File: config.mk
export PLATFORM = sky130hd
export DESIGN_NAME = inv_sbox_gen
export DESIGN_NICKNAME = d
export VERILOG_FILES = /design/src/rtl/inv_sbox_gen.sv
export SDC_FILE = /design/constraint.sdc
export NUM_CORES = 2
export LEC_CHECK = 0
export BUFFER_PORTS_ARGS = -buffer_cell sky130_fd_sc_hd__buf_2
export CORE_MARGIN = 1.5
export CORE_UTILIZATION = 30
export DETAILED_ROUTE_END_ITERATION = 10
export PLACE_DENSITY_LB_ADDON = 0.12
export SLEW_MARGIN = 10
export SYNTH_ARGS = -nofsm -noshare
export SYNTH_HDL_FRONTEND = slang
export SYNTH_SLANG_ARGS = --single-unit
File: constraint.sdc
create_clock -name clk -period 5.8 [get_ports clk]
set_clock_uncertainty 0.1 [all_clocks]
set_input_delay 1.16 -clock clk [delete_from_list [all_inputs] [get_ports clk]]
set_output_delay 1.16 -clock clk [all_outputs]
set_load 0.01 [all_outputs]
File: src/rtl/inv_sbox_gen.sv
// ----------------------------------------------------------------------------
// inv_sbox_gen
//   Decryption-side companion of the chaos S-box generator. On a start request
//   it reads the forward S-box once, address 0..DEPTH-1, one entry per cycle.
//   From that table it builds the inverse table (inv[sbox[i]] = i) and keeps a
//   bitmap of the values already seen, so that a non-bijective forward table
//   is flagged. After a clean build it serves inverse lookups through a
//   one-stage registered valid/ready pipeline.
//
// Ports
//   clk            system clock, rising edge
//   rst            asynchronous reset, active low
//   start          build request (level, sampled in IDLE/DONE/ERR only)
//   sbox_rd_en     forward S-box read strobe
//   sbox_rd_addr   forward S-box read address
//   sbox_rd_data   forward S-box read data, one cycle after sbox_rd_en
//   busy           build in progress (BUILD or DRAIN)
//   done_inv       inverse table valid and bijective
//   err_dup        sticky: a duplicate value was found in the forward table
//   lut_in_*       lookup request stream (symbol to invert)
//   lut_out_*      lookup result stream (inv[symbol])
// ----------------------------------------------------------------------------
module inv_sbox_gen #(
   parameter int DATA_W = 8,
   parameter int DEPTH  = 256
) (
   input  logic              clk,
   input  logic              rst,
   input  logic              start,
   output logic              sbox_rd_en,
   output logic [DATA_W-1:0] sbox_rd_addr,
   input  logic [DATA_W-1:0] sbox_rd_data,
   output logic              busy,
   output logic              done_inv,
   output logic              err_dup,
   input  logic              lut_in_valid,
   output logic              lut_in_ready,
   input  logic [DATA_W-1:0] lut_in_data,
   output logic              lut_out_valid,
   input  logic              lut_out_ready,
   output logic [DATA_W-1:0] lut_out_data
);

   typedef enum logic [2:0] {
      IDLE  = 3'd0,
      BUILD = 3'd1,
      DRAIN = 3'd2,
      DONE  = 3'd3,
      ERR   = 3'd4
   } state_t;

   localparam logic [DATA_W-1:0] LAST_ADDR = DATA_W'(DEPTH - 1);

   state_t              state_r;
   state_t              state_s;
   logic                launch_s;
   logic                dup_s;
   logic [DATA_W-1:0]   cnt_r;
   logic                rd_en_r;
   logic                busy_r;
   logic                done_r;
   logic                err_r;
   logic                wr_en_r;
   logic [DATA_W-1:0]   addr_d1_r;
   logic [DEPTH-1:0]    seen_r;
   logic [DATA_W-1:0]   inv_mem [DEPTH];
   logic                in_ready_s;
   logic                in_hs_s;
   logic                out_valid_r;
   logic [DATA_W-1:0]   out_data_r;

   // Write stage hits a value already marked in the bitmap -> duplicate.
   assign dup_s    = wr_en_r & seen_r[sbox_rd_data];
   assign launch_s = start & ((state_r == IDLE) | (state_r == DONE) | (state_r == ERR));

   // Next-state logic of the build controller.
   always_comb begin
      state_s = state_r;
      case (state_r)
         IDLE, DONE, ERR: begin
            if (start) begin
               state_s = BUILD;
            end else begin
               state_s = state_r;
            end
         end
         BUILD: begin
            if (cnt_r == LAST_ADDR) begin
               state_s = DRAIN;
            end else begin
               state_s = BUILD;
            end
         end
         DRAIN: begin
            // The final write may itself reveal a duplicate, so dup_s is
            // considered alongside the sticky flag.
            if (err_r | dup_s) begin
               state_s = ERR;
            end else begin
               state_s = DONE;
            end
         end
         default: begin
            state_s = IDLE;
         end
      endcase
   end

   // Controller state, read address counter, status outputs and write pipeline.
   always_ff @(posedge clk or negedge rst) begin
      if (!rst) begin
         state_r   <= IDLE;
         cnt_r     <= {DATA_W{1'b0}};
         rd_en_r   <= 1'b0;
         busy_r    <= 1'b0;
         done_r    <= 1'b0;
         err_r     <= 1'b0;
         wr_en_r   <= 1'b0;
         addr_d1_r <= {DATA_W{1'b0}};
      end else begin
         state_r <= state_s;
         if (launch_s) begin
            cnt_r <= {DATA_W{1'b0}};
         end else if ((state_r == BUILD) && (cnt_r != LAST_ADDR)) begin
            cnt_r <= cnt_r + DATA_W'(1);
         end else begin
            cnt_r <= cnt_r;
         end
         rd_en_r <= (state_s == BUILD);
         busy_r  <= (state_s == BUILD) || (state_s == DRAIN);
         // done follows DONE by one cycle so the last table write has landed.
         done_r  <= (state_r == DONE) && !launch_s;
         if (launch_s) begin
            err_r <= 1'b0;
         end else if (dup_s) begin
            err_r <= 1'b1;
         end else begin
            err_r <= err_r;
         end
         // The address presented this cycle pairs with the data returned next cycle.
         wr_en_r   <= rd_en_r;
         addr_d1_r <= cnt_r;
      end
   end

   // Bitmap of forward-table values already written.
   always_ff @(posedge clk or negedge rst) begin
      if (!rst) begin
         seen_r <= {DEPTH{1'b0}};
      end else if (launch_s) begin
         seen_r <= {DEPTH{1'b0}};
      end else if (wr_en_r) begin
         seen_r[sbox_rd_data] <= 1'b1;
      end else begin
         seen_r <= seen_r;
      end
   end

   // Inverse table storage; a duplicate still overwrites (last writer wins).
   always_ff @(posedge clk) begin
      if (wr_en_r) begin
         inv_mem[sbox_rd_data] <= addr_d1_r;
      end
   end

   assign in_ready_s = done_r & (~out_valid_r | lut_out_ready);
   assign in_hs_s    = lut_in_valid & in_ready_s;

   // One-stage lookup pipeline; result held while downstream stalls.
   always_ff @(posedge clk or negedge rst) begin
      if (!rst) begin
         out_valid_r <= 1'b0;
         out_data_r  <= {DATA_W{1'b0}};
      end else if (in_hs_s) begin
         out_valid_r <= 1'b1;
         out_data_r  <= inv_mem[lut_in_data];
      end else if (lut_out_ready) begin
         out_valid_r <= 1'b0;
         out_data_r  <= out_data_r;
      end else begin
         out_valid_r <= out_valid_r;
         out_data_r  <= out_data_r;
      end
   end

   assign sbox_rd_en    = rd_en_r;
   assign sbox_rd_addr  = cnt_r;
   assign busy          = busy_r;
   assign done_inv      = done_r;
   assign err_dup       = err_r;
   assign lut_in_ready  = in_ready_s;
   assign lut_out_valid = out_valid_r;
   assign lut_out_data  = out_data_r;

endmodule

# Yosys cells after proc, flatten, opt, wreduce, memory -nomap -nowiden

Memories as Yosys holds them, arrays and structs flattened. A register that Yosys moved wholly into a read port is not among the register bits.
Cells that the tools add are included.

Flip-flop bits (word level): 281
RAM bits: 2048
Input bits: 21
Output and inout bits: 22
Word-level logic and storage cells: 62
Memories kept: 1

Add/subtract/negate cells: 1
Order comparisons: 2
Eq/ne operators: 8
Multiplexer cells: 18
Bitwise gates (word level): 10
Reductions and logical operators: 12

Memory list:

| memory  | depth | width | rd ports | clocked after Yosys merged registers in | wr ports | line | source |
|---|---|---|---|---|---|---|---|
| inv_mem | 256   | 8     | 1        | 1                                       | 1        | 66   | `logic [DATA_W-1:0] inv_mem [DEPTH];` |

Operators with widths:

| kind                | count |
|---|---|
| $mux 256            | 2 |
| $or 256x256->256    | 1 |
| $mux 8              | 2 |
| $eq 3x2->1 const B  | 3 |
| $lt 8x9->1 const B  | 1 |
| $pmux 3 s3          | 1 |
| $add 8x1->8 const B | 1 |
| $bmux 1 s8          | 1 |
| $demux 1 s8         | 1 |
| $eq 8x8->1 const B  | 1 |
| $ge 8x1->1 const B  | 1 |
| $mux 1              | 8 |
| $ne 8x8->1 const B  | 1 |
| $reduce_bool 2->1   | 4 |
| $eq 3x1->1 const B  | 2 |
| $mux 3              | 2 |
| $and 1x1->1         | 4 |
| $or 1x1->1          | 4 |
| $eq 3x3->1 const B  | 1 |
| $logic_and 1x1->1   | 3 |
| $logic_not 3->1     | 1 |
| $reduce_or 3->1     | 1 |
| $logic_not 1->1     | 2 |
| $mux 2              | 1 |
| 2 further kinds     | 2 |

# Longest topological paths before layout

Depth in word-level cells: 8
Depth in mapped cells: 11
Gate-level depth less buffers: 8

# Worst setup path before layout

Ideal clock, no wire load.

Path kind: register to register
Start point: register addr_d1_r[0]
End point: memory inv_mem[0][0], data pin
Library setup time: 801 ps
Arrival: 3169 ps
Data required time: 4899 ps
Path slack: 1731 ps
Stages on the path, launching flop included: 1
Path buffers: 0
Clock period less this slack: 4069 ps
Cells stage by stage: dfrtp_1

RTL lines:

| what                     | line | source |
|---|---|---|
| start: declaration       | 64   | `logic [DATA_W-1:0] addr_d1_r;` |
| start signal: assignment | 119  | `addr_d1_r <= {DATA_W{1'b0}};` |
| start signal: assignment | 142  | `addr_d1_r <= cnt_r;` |
| end: declaration         | 66   |  |

No word-level cell before the write port.

==> results.tsv <==
metric	value	unit
fin crit share	73.0	%
#FFs+latches synth	2337	
CTS clk-pin slew, worst paths	0.06	ns
grt ovf	0	
Final ANT Viol Nets	1	
standard-cell rows	201	
Placed Area	98000	um^2
violated checks	antenna rules	
Hold WS	0.117	ns
Leak	0.0350	uW
EDFF count, synth	2048	
area delta synth->final	17.4	%
number of port buffers	42	
Synth cell types	52	
total number of yosys warnings	0	
Post-Synth Adder-Cell Area	0.0138	%
1st-iter DRT viols	4278	
Vias per Instance	4.98	
CTS tree	done	
drt total wl	269000	um
post-synthesis cell count	4325	
P per Cell Area	409	nW/um^2
CP max-delay cell	mux4_2	
Critical Path Fanout Max	46	
Crit Path Class	input port to flop	
CTS Buffer Depth	4	
Gates resized, CTS repair	0	
Fillers	28000	
Core Box Area	300000	um^2
WL per Instance	30.3	um
WP data required	6.42	ns
CP startpoint	lut_in_data[0]	
status	complete, but fails checks	
xor and xnor area share after synthesis	0.0483	%
die height	553	um
io pins	43	
post-place setup slack	0.637	ns
WP data arrival	4.85	ns
reg2reg start	wr_en_r$_DFF_PN0_	
Avg Synthesized Cell Area	21.0	um^2
vias after detailed routing	44300	
final worst setup slack	1.56	ns
part of the Yosys area used for sequential elements	75.7	%
complex-gate fraction of the synthesized area	1.33	%
hold-fix buffer count after cts	0	
Synth async-reset ratio	12.4	%
vias in the first global route	46200	
drc violations	0	
die width	553	um
crit path time final	4.24	ns
DIE AREA	306000	um^2
unrepaired setup endpoints after global routing	no	
Syn Nets	4347	
post-route cell area	107000	um^2
Starting Density	30.2	%
Worst setup SP type	input port	
first-pass GRT wire length	378000	um
commonest register cell after synthesis	edfxtp_1	
root buffer cell	clkbuf_16	
mapped cell area	90700	um^2
f_max	236	MHz
Fin. Hold Viols	0	
Pre-antenna DRT Iters	5	
initial antenna violation count	13	
Max-slew headroom	16.0	%
CP bufs+invs	3	
cts bufs inserted	270	
Top Family by Delay on Critical Path	multiplexers	
setup TNS	0	ns
largest family of logic cells by synthesized area	multiplexers	
clock latency on the worst-skew pair	0.85	ns
clock sinks	2337	
Placed Cells	8405	
CP peak stage delay	0.59	ns
Tot GR Track Use	17.6	%
final slew viol count	0	
Synth Area in Simple Gates	3.68	%
nets	4741	
worst hold path type	input port to async pin	
setup bufs post-CTS	0	
maxcap violations	0	
layout cell share with drive strength beyond 1	30.4	%
final setup violating endpoints	0	
Peak VDD IR	0.303	mV
htree depth	5	
crit end category	flop	
largest net degree at the start of global routing	171	
HPWL Detailed	170000	um
non-filler cells, final	8885	
CP Cell Sequence	buf_8 > buf_12 > buf_12 > mux4_2 > mux4_2 > a22o_1 > o21ai_0 > o21ai_0 > nand3_1 > nand3_1	
placer congestion estimate	0.779	
multiplexer share of the synthesized area	18.0	%
Least-Margin Pin Slew	1.26	ns
## final timing paths
check,end,slack (ns),cells after the start
min in group clk,addr_d1_r[0]$_DFF_PN0_,0.38,0
max reg2reg,inv_mem[23][6]$_DFFE_PP_,2.22,2
max in group asynchronous,seen_r[196]$_DFFE_PN0P_,4.27,2
max,lut_out_data[5]$_DFFE_PN0P_,1.56,10
min reg2reg,addr_d1_r[0]$_DFF_PN0_,0.38,0
min,addr_d1_r[3]$_DFF_PN0_,0.12,1
## cell usage in the layout, fill, tap and decap left out, types with 32 or more instances in the layout
| cell type | netlist | routed |
|---|---|---|
| clkbuf_16 | 0 | 278 |
| mux4_2 | 714 | 714 |
| buf_12 | 0 | 35 |
| dfrtp_1 | 289 | 281 |
| buf_4 | 6 | 301 |
| nor2_1 | 654 | 648 |
| edfxtp_1 | 2048 | 2048 |
| nand2_1 | 46 | 46 |
| clkbuf_1 | 164 | 68 |
| clkinv_2 | 0 | 32 |
| clkinv_1 | 0 | 43 |
| o21a_1 | 56 | 56 |
| buf_2 | 61 | 34 |
## cell families after synthesis
kind of cell / after synthesis
flip-flops: 2337
AND/OR/NAND/NOR: 825
multiplexers: 736
buffers and inverters: 257
AO/OA/AOI/OAI: 164
XOR/XNOR: 5
adder cells (fa/ha/maj): 1
## layer usage
layer,up-vias,global-route usage (%),routed length (um)
li1,18500,-,-
met1,24300,24.0,119000
met2,1081,28.7,130000
met3,374,3.04,12800
met4,0,4.98,8100
met5,-,0,0
## registers in the layout, summed over array words and instances (netlist names)
signal,count
state_r,3
busy,1
lut_out_data,8
sbox_rd_en,1
err_dup,1
inv_mem,2048
seen_r,256
done_inv,1
addr_d1_r,8
lut_out_valid,1
sbox_rd_addr,8
wr_en_r,1
## power by group
part	total, uW	switching (uW)	internal (uW)
registers	22100	868	21200
logic	4860	3430	1430
clock network	16600	6830	9750
## worst register-to-register path, cell delays in order, from the launching register on
cell and delay [ns]:
dfrtp_1 0.81, nand3_2 0.98, nor2_1 1.27
## cell usage after synthesis (all sizes together) (2+ instances only)
| master | n | share of area [%] |
|---|---|---|
| a211oi | 3 | 0.025 |
| a21oi | 4 | 0.022 |
| a221oi | 8 | 0.077 |
| a22o | 24 | 0.23 |
| a22oi | 14 | 0.12 |
| a31oi | 2 | 0.014 |
| and2 | 6 | 0.041 |
| and3 | 5 | 0.034 |
| buf | 89 | 0.51 |
| clkbuf | 165 | 0.68 |
| dfrtp | 289 | 8.0 |
| edfxtp | 2048 | 68 |
| inv | 3 | 0.012 |
| mux2 | 8 | 0.099 |
| mux2i | 14 | 0.15 |
| mux4 | 714 | 18 |
| nand2 | 46 | 0.19 |
| nand2b | 12 | 0.083 |
| nand3 | 36 | 0.20 |
| nand4 | 10 | 0.069 |
| nor2 | 654 | 2.7 |
| nor2b | 14 | 0.097 |
| nor3 | 27 | 0.15 |
| nor3b | 3 | 0.025 |
| nor4 | 8 | 0.055 |
| o2111ai | 2 | 0.019 |
| o21a | 56 | 0.46 |
| o21ai | 27 | 0.15 |
| o221ai | 4 | 0.039 |
| o22ai | 5 | 0.034 |
| o31ai | 4 | 0.033 |
| or3 | 2 | 0.014 |
| xor2 | 4 | 0.039 |
## cell type report
type                    instances  area, um^2  share of cell area (%)
inverters                       3        11.3                  0.0106
repair buffers                376        3210                    3.02
flip-flops and latches       2337       68800                    64.6
multi-input cells            1731       21100                    19.8
well taps                    3958        4950                    4.65
clock buffers                 360        7400                    6.95
diodes                          9        22.5                  0.0211
clock inverters               111        1090                    1.02
## per-stage QoR
stage	total power, uW	utilization (%)
floorplan	25100	-
global placement	27300	32.6
detailed placement	27400	32.6
CTS	44100	35.5
global route	45100	35.5
finish	43500	35.5
Note: power is estimated with default switching activity, not from simulation.
